## src/rtl/hs32_memarb_pkg.sv

```systemverilog
`default_nettype none
// ============================================================================
//  Module   : hs32_mem_pkg
//  Purpose  : Shared types for the HS32 two-channel memory arbiter:
//             FSM state encoding and timeout counter width.
//  Revision : 1.0 - initial release
// ============================================================================
package hs32_mem_pkg;

  // Width of the BUSY-phase wait counter
  localparam int c_TO_CNT_W = 8;

  typedef logic [c_TO_CNT_W-1:0] to_cnt_t;

  // Arbiter transaction phases
  typedef enum logic [1:0] {
    IDLE = 2'd0,
    BUSY = 2'd1,
    RESP = 2'd2
  } state_t;

endpackage : hs32_mem_pkg
`default_nettype wire

```

## src/rtl/hs32_memarb_if.sv

```systemverilog
`default_nettype none
// ============================================================================
//  Module   : hs32_memarb_if
//  Purpose  : Bundles the external memory bus and both requester channels
//             of the HS32 arbiter. The master modport is the arbiter view,
//             the slave modport is the memory/requester environment view.
//  Revision : 1.0 - initial release
// ============================================================================
interface hs32_memarb_if;

  // External memory bus
  logic [31:0] addr;
  logic        rw;
  logic [31:0] dout;
  logic [31:0] din;
  logic        valid;
  logic        ready;

  // Requester channel 0
  logic [31:0] addr0;
  logic        rw0;
  logic [31:0] dtw0;
  logic        req0;
  logic [31:0] dtr0;
  logic        rdy0;

  // Requester channel 1
  logic [31:0] addr1;
  logic        rw1;
  logic [31:0] dtw1;
  logic        req1;
  logic [31:0] dtr1;
  logic        rdy1;

  // Timed-out completion flag, qualifies rdy0/rdy1
  logic        err;

  modport master (
    output addr, rw, dout, valid,
    input  din, ready,
    input  addr0, rw0, dtw0, req0,
    output dtr0, rdy0,
    input  addr1, rw1, dtw1, req1,
    output dtr1, rdy1,
    output err
  );

  modport slave (
    input  addr, rw, dout, valid,
    output din, ready,
    output addr0, rw0, dtw0, req0,
    input  dtr0, rdy0,
    output addr1, rw1, dtw1, req1,
    input  dtr1, rdy1,
    input  err
  );

endinterface : hs32_memarb_if
`default_nettype wire

```

## src/rtl/hs32_memarb_rr_pick.sv

```systemverilog
`default_nettype none
// ============================================================================
//  Module   : hs32_rr_pick
//  Purpose  : Combinational two-way tie-break. A lone request always wins;
//             on a tie the channel that was not served last is picked.
//  Revision : 1.0 - initial release
// ============================================================================
module hs32_rr_pick (
  input  wire req0,
  input  wire req1,
  input  wire lst,     // last served channel
  output wire gnt,     // some channel is granted
  output wire gnt_ch   // granted channel index
);

  assign gnt    = req0 | req1;
  assign gnt_ch = (req0 & req1) ? ~lst : req1;

endmodule : hs32_rr_pick
`default_nettype wire

```

## src/rtl/hs32_memarb.sv

```systemverilog
`default_nettype none
// ============================================================================
//  Module   : hs32_memarb
//  Purpose  : Two-channel memory arbiter. A granted request is latched,
//             issued on the external bus until ready (or timeout), then
//             completed with a one-cycle rdy pulse on the granted channel.
//             Every bus/channel output comes straight from a register.
//  Revision : 1.0 - initial release
// ============================================================================
module hs32_memarb
  import hs32_mem_pkg::*;
#(
  parameter int TIMEOUT = 255  // max BUSY cycles without ready; 0 = never
) (
  input  wire             clk,
  input  wire             reset,  // asynchronous, active low
  hs32_memarb_if.master   bus
);

  // Counter value at which a still-unanswered access is abandoned. TIMEOUT
  // is assumed to fit the counter (1..256).
  localparam to_cnt_t c_TO_LAST = to_cnt_t'(TIMEOUT - 1);
  localparam bit      c_TO_EN   = (TIMEOUT != 0);

  state_t      r_state, w_state_nxt;
  logic        r_ch,    w_ch_nxt;     // channel owning the current access
  logic        r_lst,   w_lst_nxt;    // last served channel
  to_cnt_t     r_cnt,   w_cnt_nxt;
  logic        r_valid, w_valid_nxt;
  logic        r_rw,    w_rw_nxt;
  logic [31:0] r_addr,  w_addr_nxt;
  logic [31:0] r_dout,  w_dout_nxt;
  logic [31:0] r_dtr0,  w_dtr0_nxt;
  logic [31:0] r_dtr1,  w_dtr1_nxt;
  logic        r_rdy0,  w_rdy0_nxt;
  logic        r_rdy1,  w_rdy1_nxt;
  logic        r_err,   w_err_nxt;

  logic        w_gnt;
  logic        w_gnt_ch;
  logic        w_timeout;
  logic [31:0] w_rdata;

  hs32_rr_pick u_pick (
    .req0   (bus.req0),
    .req1   (bus.req1),
    .lst    (r_lst),
    .gnt    (w_gnt),
    .gnt_ch (w_gnt_ch)
  );

  // Ready has priority over timeout; a timed-out access returns zero data.
  assign w_timeout = c_TO_EN && (r_cnt == c_TO_LAST);
  assign w_rdata   = bus.ready ? bus.din : 32'd0;

  // Next-state and next-output decode for the IDLE/BUSY/RESP sequence
  always_comb begin
    w_state_nxt = r_state;
    w_ch_nxt    = r_ch;
    w_lst_nxt   = r_lst;
    w_cnt_nxt   = r_cnt;
    w_valid_nxt = r_valid;
    w_rw_nxt    = r_rw;
    w_addr_nxt  = r_addr;
    w_dout_nxt  = r_dout;
    w_dtr0_nxt  = r_dtr0;
    w_dtr1_nxt  = r_dtr1;
    w_rdy0_nxt  = 1'b0;
    w_rdy1_nxt  = 1'b0;
    w_err_nxt   = 1'b0;

    case (r_state)
      IDLE: begin
        w_valid_nxt = 1'b0;
        if (w_gnt) begin
          w_state_nxt = BUSY;
          w_ch_nxt    = w_gnt_ch;
          w_lst_nxt   = w_gnt_ch;
          w_cnt_nxt   = '0;
          w_valid_nxt = 1'b1;
          w_addr_nxt  = w_gnt_ch ? bus.addr1 : bus.addr0;
          w_rw_nxt    = w_gnt_ch ? bus.rw1   : bus.rw0;
          w_dout_nxt  = w_gnt_ch ? bus.dtw1  : bus.dtw0;
        end
      end

      BUSY: begin
        if (bus.ready || w_timeout) begin
          w_state_nxt = RESP;
          w_valid_nxt = 1'b0;
          w_err_nxt   = ~bus.ready;
          if (r_ch) begin
            w_dtr1_nxt = w_rdata;
            w_rdy1_nxt = 1'b1;
          end else begin
            w_dtr0_nxt = w_rdata;
            w_rdy0_nxt = 1'b1;
          end
        end else begin
          w_cnt_nxt = r_cnt + 1'b1;
        end
      end

      RESP: begin
        // Return the bus lines to their idle values
        w_state_nxt = IDLE;
        w_rw_nxt    = 1'b0;
        w_addr_nxt  = 32'd0;
        w_dout_nxt  = 32'd0;
      end

      default: begin
        w_state_nxt = IDLE;
        w_valid_nxt = 1'b0;
      end
    endcase
  end

  // State and output registers, asynchronously cleared by reset
  always_ff @(posedge clk or negedge reset) begin
    if (!reset) begin
      r_state <= IDLE;
      r_ch    <= 1'b0;
      r_lst   <= 1'b1;
      r_cnt   <= '0;
      r_valid <= 1'b0;
      r_rw    <= 1'b0;
      r_addr  <= 32'd0;
      r_dout  <= 32'd0;
      r_dtr0  <= 32'd0;
      r_dtr1  <= 32'd0;
      r_rdy0  <= 1'b0;
      r_rdy1  <= 1'b0;
      r_err   <= 1'b0;
    end else begin
      r_state <= w_state_nxt;
      r_ch    <= w_ch_nxt;
      r_lst   <= w_lst_nxt;
      r_cnt   <= w_cnt_nxt;
      r_valid <= w_valid_nxt;
      r_rw    <= w_rw_nxt;
      r_addr  <= w_addr_nxt;
      r_dout  <= w_dout_nxt;
      r_dtr0  <= w_dtr0_nxt;
      r_dtr1  <= w_dtr1_nxt;
      r_rdy0  <= w_rdy0_nxt;
      r_rdy1  <= w_rdy1_nxt;
      r_err   <= w_err_nxt;
    end
  end

  assign bus.valid = r_valid;
  assign bus.rw    = r_rw;
  assign bus.addr  = r_addr;
  assign bus.dout  = r_dout;
  assign bus.dtr0  = r_dtr0;
  assign bus.dtr1  = r_dtr1;
  assign bus.rdy0  = r_rdy0;
  assign bus.rdy1  = r_rdy1;
  assign bus.err   = r_err;

endmodule : hs32_memarb
`default_nettype wire

```

## src/flat_wrapper.sv

```systemverilog
// flat-port wrapper written by rule: the top's interface ports become plain ports
module hs32_memarb_flat import hs32_mem_pkg::*;
#(
  parameter int TIMEOUT = 255                                             
)
  (clk, reset, bus_addr, bus_rw, bus_dout, bus_valid, bus_din, bus_ready, bus_addr0, bus_rw0, bus_dtw0, bus_req0, bus_dtr0, bus_rdy0, bus_addr1, bus_rw1, bus_dtw1, bus_req1, bus_dtr1, bus_rdy1, bus_err);
  hs32_memarb_if bus_i ();
  input  wire clk;
  input  wire reset;
  output wire logic [$bits(bus_i.addr)-1:0] bus_addr;
  output wire logic [$bits(bus_i.rw)-1:0] bus_rw;
  output wire logic [$bits(bus_i.dout)-1:0] bus_dout;
  output wire logic [$bits(bus_i.valid)-1:0] bus_valid;
  input wire logic [$bits(bus_i.din)-1:0] bus_din;
  input wire logic [$bits(bus_i.ready)-1:0] bus_ready;
  input wire logic [$bits(bus_i.addr0)-1:0] bus_addr0;
  input wire logic [$bits(bus_i.rw0)-1:0] bus_rw0;
  input wire logic [$bits(bus_i.dtw0)-1:0] bus_dtw0;
  input wire logic [$bits(bus_i.req0)-1:0] bus_req0;
  output wire logic [$bits(bus_i.dtr0)-1:0] bus_dtr0;
  output wire logic [$bits(bus_i.rdy0)-1:0] bus_rdy0;
  input wire logic [$bits(bus_i.addr1)-1:0] bus_addr1;
  input wire logic [$bits(bus_i.rw1)-1:0] bus_rw1;
  input wire logic [$bits(bus_i.dtw1)-1:0] bus_dtw1;
  input wire logic [$bits(bus_i.req1)-1:0] bus_req1;
  output wire logic [$bits(bus_i.dtr1)-1:0] bus_dtr1;
  output wire logic [$bits(bus_i.rdy1)-1:0] bus_rdy1;
  output wire logic [$bits(bus_i.err)-1:0] bus_err;
  assign bus_addr = bus_i.addr;
  assign bus_rw = bus_i.rw;
  assign bus_dout = bus_i.dout;
  assign bus_valid = bus_i.valid;
  assign bus_i.din = bus_din;
  assign bus_i.ready = bus_ready;
  assign bus_i.addr0 = bus_addr0;
  assign bus_i.rw0 = bus_rw0;
  assign bus_i.dtw0 = bus_dtw0;
  assign bus_i.req0 = bus_req0;
  assign bus_dtr0 = bus_i.dtr0;
  assign bus_rdy0 = bus_i.rdy0;
  assign bus_i.addr1 = bus_addr1;
  assign bus_i.rw1 = bus_rw1;
  assign bus_i.dtw1 = bus_dtw1;
  assign bus_i.req1 = bus_req1;
  assign bus_dtr1 = bus_i.dtr1;
  assign bus_rdy1 = bus_i.rdy1;
  assign bus_err = bus_i.err;
  hs32_memarb #(.TIMEOUT(TIMEOUT)) u_core (.clk(clk), .reset(reset), .bus(bus_i));
endmodule
```

## config.mk

```make
export PLATFORM = sky130hd
export DESIGN_NAME = hs32_memarb_flat
export DESIGN_NICKNAME = d
export VERILOG_FILES = /design/src/rtl/hs32_memarb_pkg.sv /design/src/rtl/hs32_memarb_if.sv /design/src/rtl/hs32_memarb_rr_pick.sv /design/src/rtl/hs32_memarb.sv /design/src/flat_wrapper.sv
export SDC_FILE = /design/constraint.sdc
export NUM_CORES = 1
export LEC_CHECK = 0
export BUFFER_PORTS_ARGS = -buffer_cell sky130_fd_sc_hd__buf_4
export CAP_MARGIN = 10
export CORE_UTILIZATION = 47
export DETAILED_ROUTE_END_ITERATION = 10
export GPL_TIMING_DRIVEN = 0
export HOLD_SLACK_MARGIN = 0.06
export PLACE_DENSITY = 0.81
export SLEW_MARGIN = 10
export SYNTH_ARGS = -nofsm -noshare
export SYNTH_HDL_FRONTEND = slang
export SYNTH_SLANG_ARGS = --single-unit
```

## constraint.sdc

```tcl
create_clock -name clk -period 1.7 [get_ports clk]
set_input_delay 0.255 -clock clk [delete_from_list [all_inputs] [get_ports clk]]
set_output_delay 0.255 -clock clk [all_outputs]
set_load 0.02 [all_outputs]
```

==> impl_results.md <==
- Final min period: 1.633 ns
- Crit Path Class: register to register
- # rows: 41
- Pwr Total: 18.47 mW
- Area growth, synth to finish: 52.07%
- Status: finished clean
- R2R Setup Slk: 0.07 ns
- Core Area: 12820 µm²
- Worst slew margin: 62.51%
- Vias/cell: 5.446
- Setup crit end kind: register
- Fillers: 875
- Hold Path Class: input pin to register
- Vias in the first global route: 5911
- Grt ovf: 0
- Startpoint Class: register
- Peak Freq: 612.3 MHz
- Number of flops mapped to enable cells by yosys: 0
- Synth warnings: 0
- Routed vias: 5696
- CTS HTree Levels: 4
- FF-to-FF End: u_core.bus.dtr1[13]
- Num ports: 300
- Synth cell types: 37
- Crit path required time: 2.00 ns
- R2R depth: 7
- Crit path launch: u_core.r_cnt[0]
- Final Max Tran Viols: 0
- CTS Sinks: 145
- Worst skew pair latency: 0.42 ns
- First-pass GRT wire length: 31150 µm
- DP Area: 8795 µm²
- CTS tree: built
- Reg-to-Reg Start: u_core.r_cnt[0]
- Die area: 13820 µm²
- Share of layout cells above drive strength 1: 43.64%
- Initial antenna violation count: 1
- Final-report hold violation count: 0
- Final Cell Area: 9544 µm²
- Flops & latches, synth: 145
- Post-Syn Instances: 535
- Final setup margin: 0.06677 ns
- Total Routing Usage GR: 29.39%
- Root buffer cell: clkbuf_16
- Static Leak: 4.720 nW
- DIE WIDTH: 117.6 µm
- Final Non-Filler Cells: 1046
- HPWL Detailed: 14920 µm
- DRT iter0 DRCs: 320
- Synth area leader: dfrtp_1
- Fin crit share: 96.07%
- Commonest cells post-synth: 144 x dfrtp_1, 99 x nand2_1, 66 x mux2i_1, 60 x o21ai_0
- Remaining DRCs: 0
- VDD IR max: 0.9413 mV
- CP Data Arrival Time: 1.94 ns
- Syn avg cell area: 11.73 µm²
- Worst-margin pin slew: 0.5623 ns
- Seq/Total Area, Yosys: 57.83%
- Fin nets: 1029
- Max Cap Violations: 0
- Port bufs: 299
- Detailed Routing Iterations Pass 1: 5
- Post-synth ARST share: 100.0%
- Placed cells: 1008
- Post-synth top area share: 57.42%
- Largest net degree at the start of global routing: 93
- Top-count cell post-synth: dfrtp_1
- Mapped cell area: 6276 µm²
- Synth area leaders: dfrtp_1 57%, mux2i_1 11%, nand2_1 5.9%, a32o_1 5.1%, o21ai_0 4.8%
- Syn Nets: 704
- TritonCTS Buffers: 17
- GPL Wtd Cong: 0.8284
- Place WS: -0.1102 ns
- Final wirelength: 19780 µm
- Die Y: 117.6 µm
- Max Root-Sink Buffers: 2
- Max Clock Skew: 0.006836 ns
- WL per Instance: 18.91 µm
- Setup Viol. Count Final: 0
- Initial Utilization: 48.94%
- Clock transition at the registers of the reported paths: 0.06 ns
- Main synth FF type: dfrtp_1
- CP Max Fanout: 10
- CP endpoint: u_core.bus.dtr1[13]
- Antenna Nets Post-Route: 0
- Power Density: 1935 nW/µm²
==> routing by layer <==
metal  vias up  routed length, µm  GRT usage (%)  share of wire [%]
li1       2584                  -              -                  -
met3        43               1656          9.932                8.4
met1      2801               7172          31.69                 36
met5         -                  0              0                  0
met4         0                736          14.42                3.7
met2       268              10210          51.48                 52
==> metrics by stage <==
step / utilization, % / hold WS (ns) / TNS [ns]
2_1_floorplan: - / -0.04059 / 0
3_3_place_gp: 68.12 / 0.4662 / -27.50
3_5_place_dp: 68.58 / 0.04447 / -2.248
4_1_cts: 74.07 / 0.07326 / -0.009328
5_1_grt: 74.42 / 0.08564 / -0.03599
6_report: 74.42 / 0.08638 / 0
==> timing repair <==
action | CTS | global route
pin swaps | 2 | 2
hold buffers | 1 | 0
setup buffers | 0 | 4
hold endpoints to repair | 93 | 0
endpoints found under the setup margin | 59 | 63
gates resized for setup | 3 | 5
==> area by class of cell <==
type,count,area (µm²),area share (%)
Sequential cell,145,3632,38.06
Inverter,3,11.26,0.1180
Tap cell,172,215.2,2.255
Antenna cell,1,2.502,0.02622
Multi-Input combinational cell,345,2361,24.74
Timing Repair Buffer,306,2344,24.55
Buffer,42,297.8,3.120
Clock inverter,15,255.2,2.674
Clock buffer,17,425.4,4.457
==> worst min path at each step <==
| stage | start | endpoint | depth (start not counted) |
|---|---|---|---|
| after floorplan | reset | u_core.bus.addr[0] | 0 |
| after global placement | u_core.bus.addr[27] | u_core.bus.addr[27] | 2 |
| after detailed placement | reset | u_core.bus.dtr1[3] | 1 |
| after CTS | bus_din[21] | u_core.bus.dtr1[21] | 2 |
| after global routing | bus_din[17] | u_core.bus.dtr1[17] | 2 |
| final | bus_din[21] | u_core.bus.dtr1[21] | 2 |
==> report_power, final <==
group          total [mW]  switching, mW  internal [mW]
combinational        8.25           4.72           3.54
clock                4.29           1.52           2.77
sequential           5.93          0.963           4.97
==> cell families after synthesis <==
kind of cell / after synthesis / share of synthesized area (%)
mux: 68 / 10.89
fa+ha+maj: 2 / 0.3987
buf+inv: 45 / 4.884
flops: 145 / 57.84
compound gates: 146 / 16.73
simple gates: 129 / 9.271
==> registers in the layout (all words and copies together), names as in the netlist <==
name,count
u_core.bus.addr,32
u_core.r_state,2
u_core.bus.dtr0,32
u_core.r_lst,1
u_core.bus.rdy0,1
u_core.bus.valid,1
u_core.bus.err,1
u_core.r_ch,1
u_core.bus.rdy1,1
u_core.bus.dout,32
u_core.r_cnt,8
u_core.bus.rw,1
u_core.bus.dtr1,32
==> placed cells by master (no fill, tap or decap), types with 2 or more instances in the layout <==
| cell type | instances |
|---|---|
| o21ai_0 | 60 |
| nand3_1 | 7 |
| nand2b_1 | 5 |
| mux2_2 | 2 |
| clkinv_4 | 3 |
| dfrtp_2 | 2 |
| inv_1 | 3 |
| bufinv_16 | 6 |
| a21oi_1 | 5 |
| o2bb2ai_1 | 32 |
| ha_1 | 2 |
| clkbuf_1 | 14 |
| buf_16 | 2 |
| dfrtp_1 | 142 |
| buf_4 | 309 |
| clkinvlp_4 | 3 |
| nor2_1 | 2 |
| buf_2 | 5 |
| o21ai_1 | 7 |
| and2_1 | 3 |
| a31oi_1 | 4 |
| inv_6 | 3 |
| nand3_4 | 2 |
| a32o_1 | 32 |
| nand2_1 | 99 |
| buf_6 | 15 |
| clkbuf_16 | 17 |
| clkbuf_2 | 2 |
| o21ai_2 | 2 |
| mux2i_1 | 66 |
| and3_1 | 2 |
==> critical path, cell delays in order (launching register included) <==
cell and delay (ns):
dfrtp_1 0.38, inv_1 0.06, ha_1 0.18, nand3_4 0.11, o21bai_4 0.23, nand3_4 0.16, buf_6 0.18, a32o_1 0.21
(Power assumes the default switching activity.)
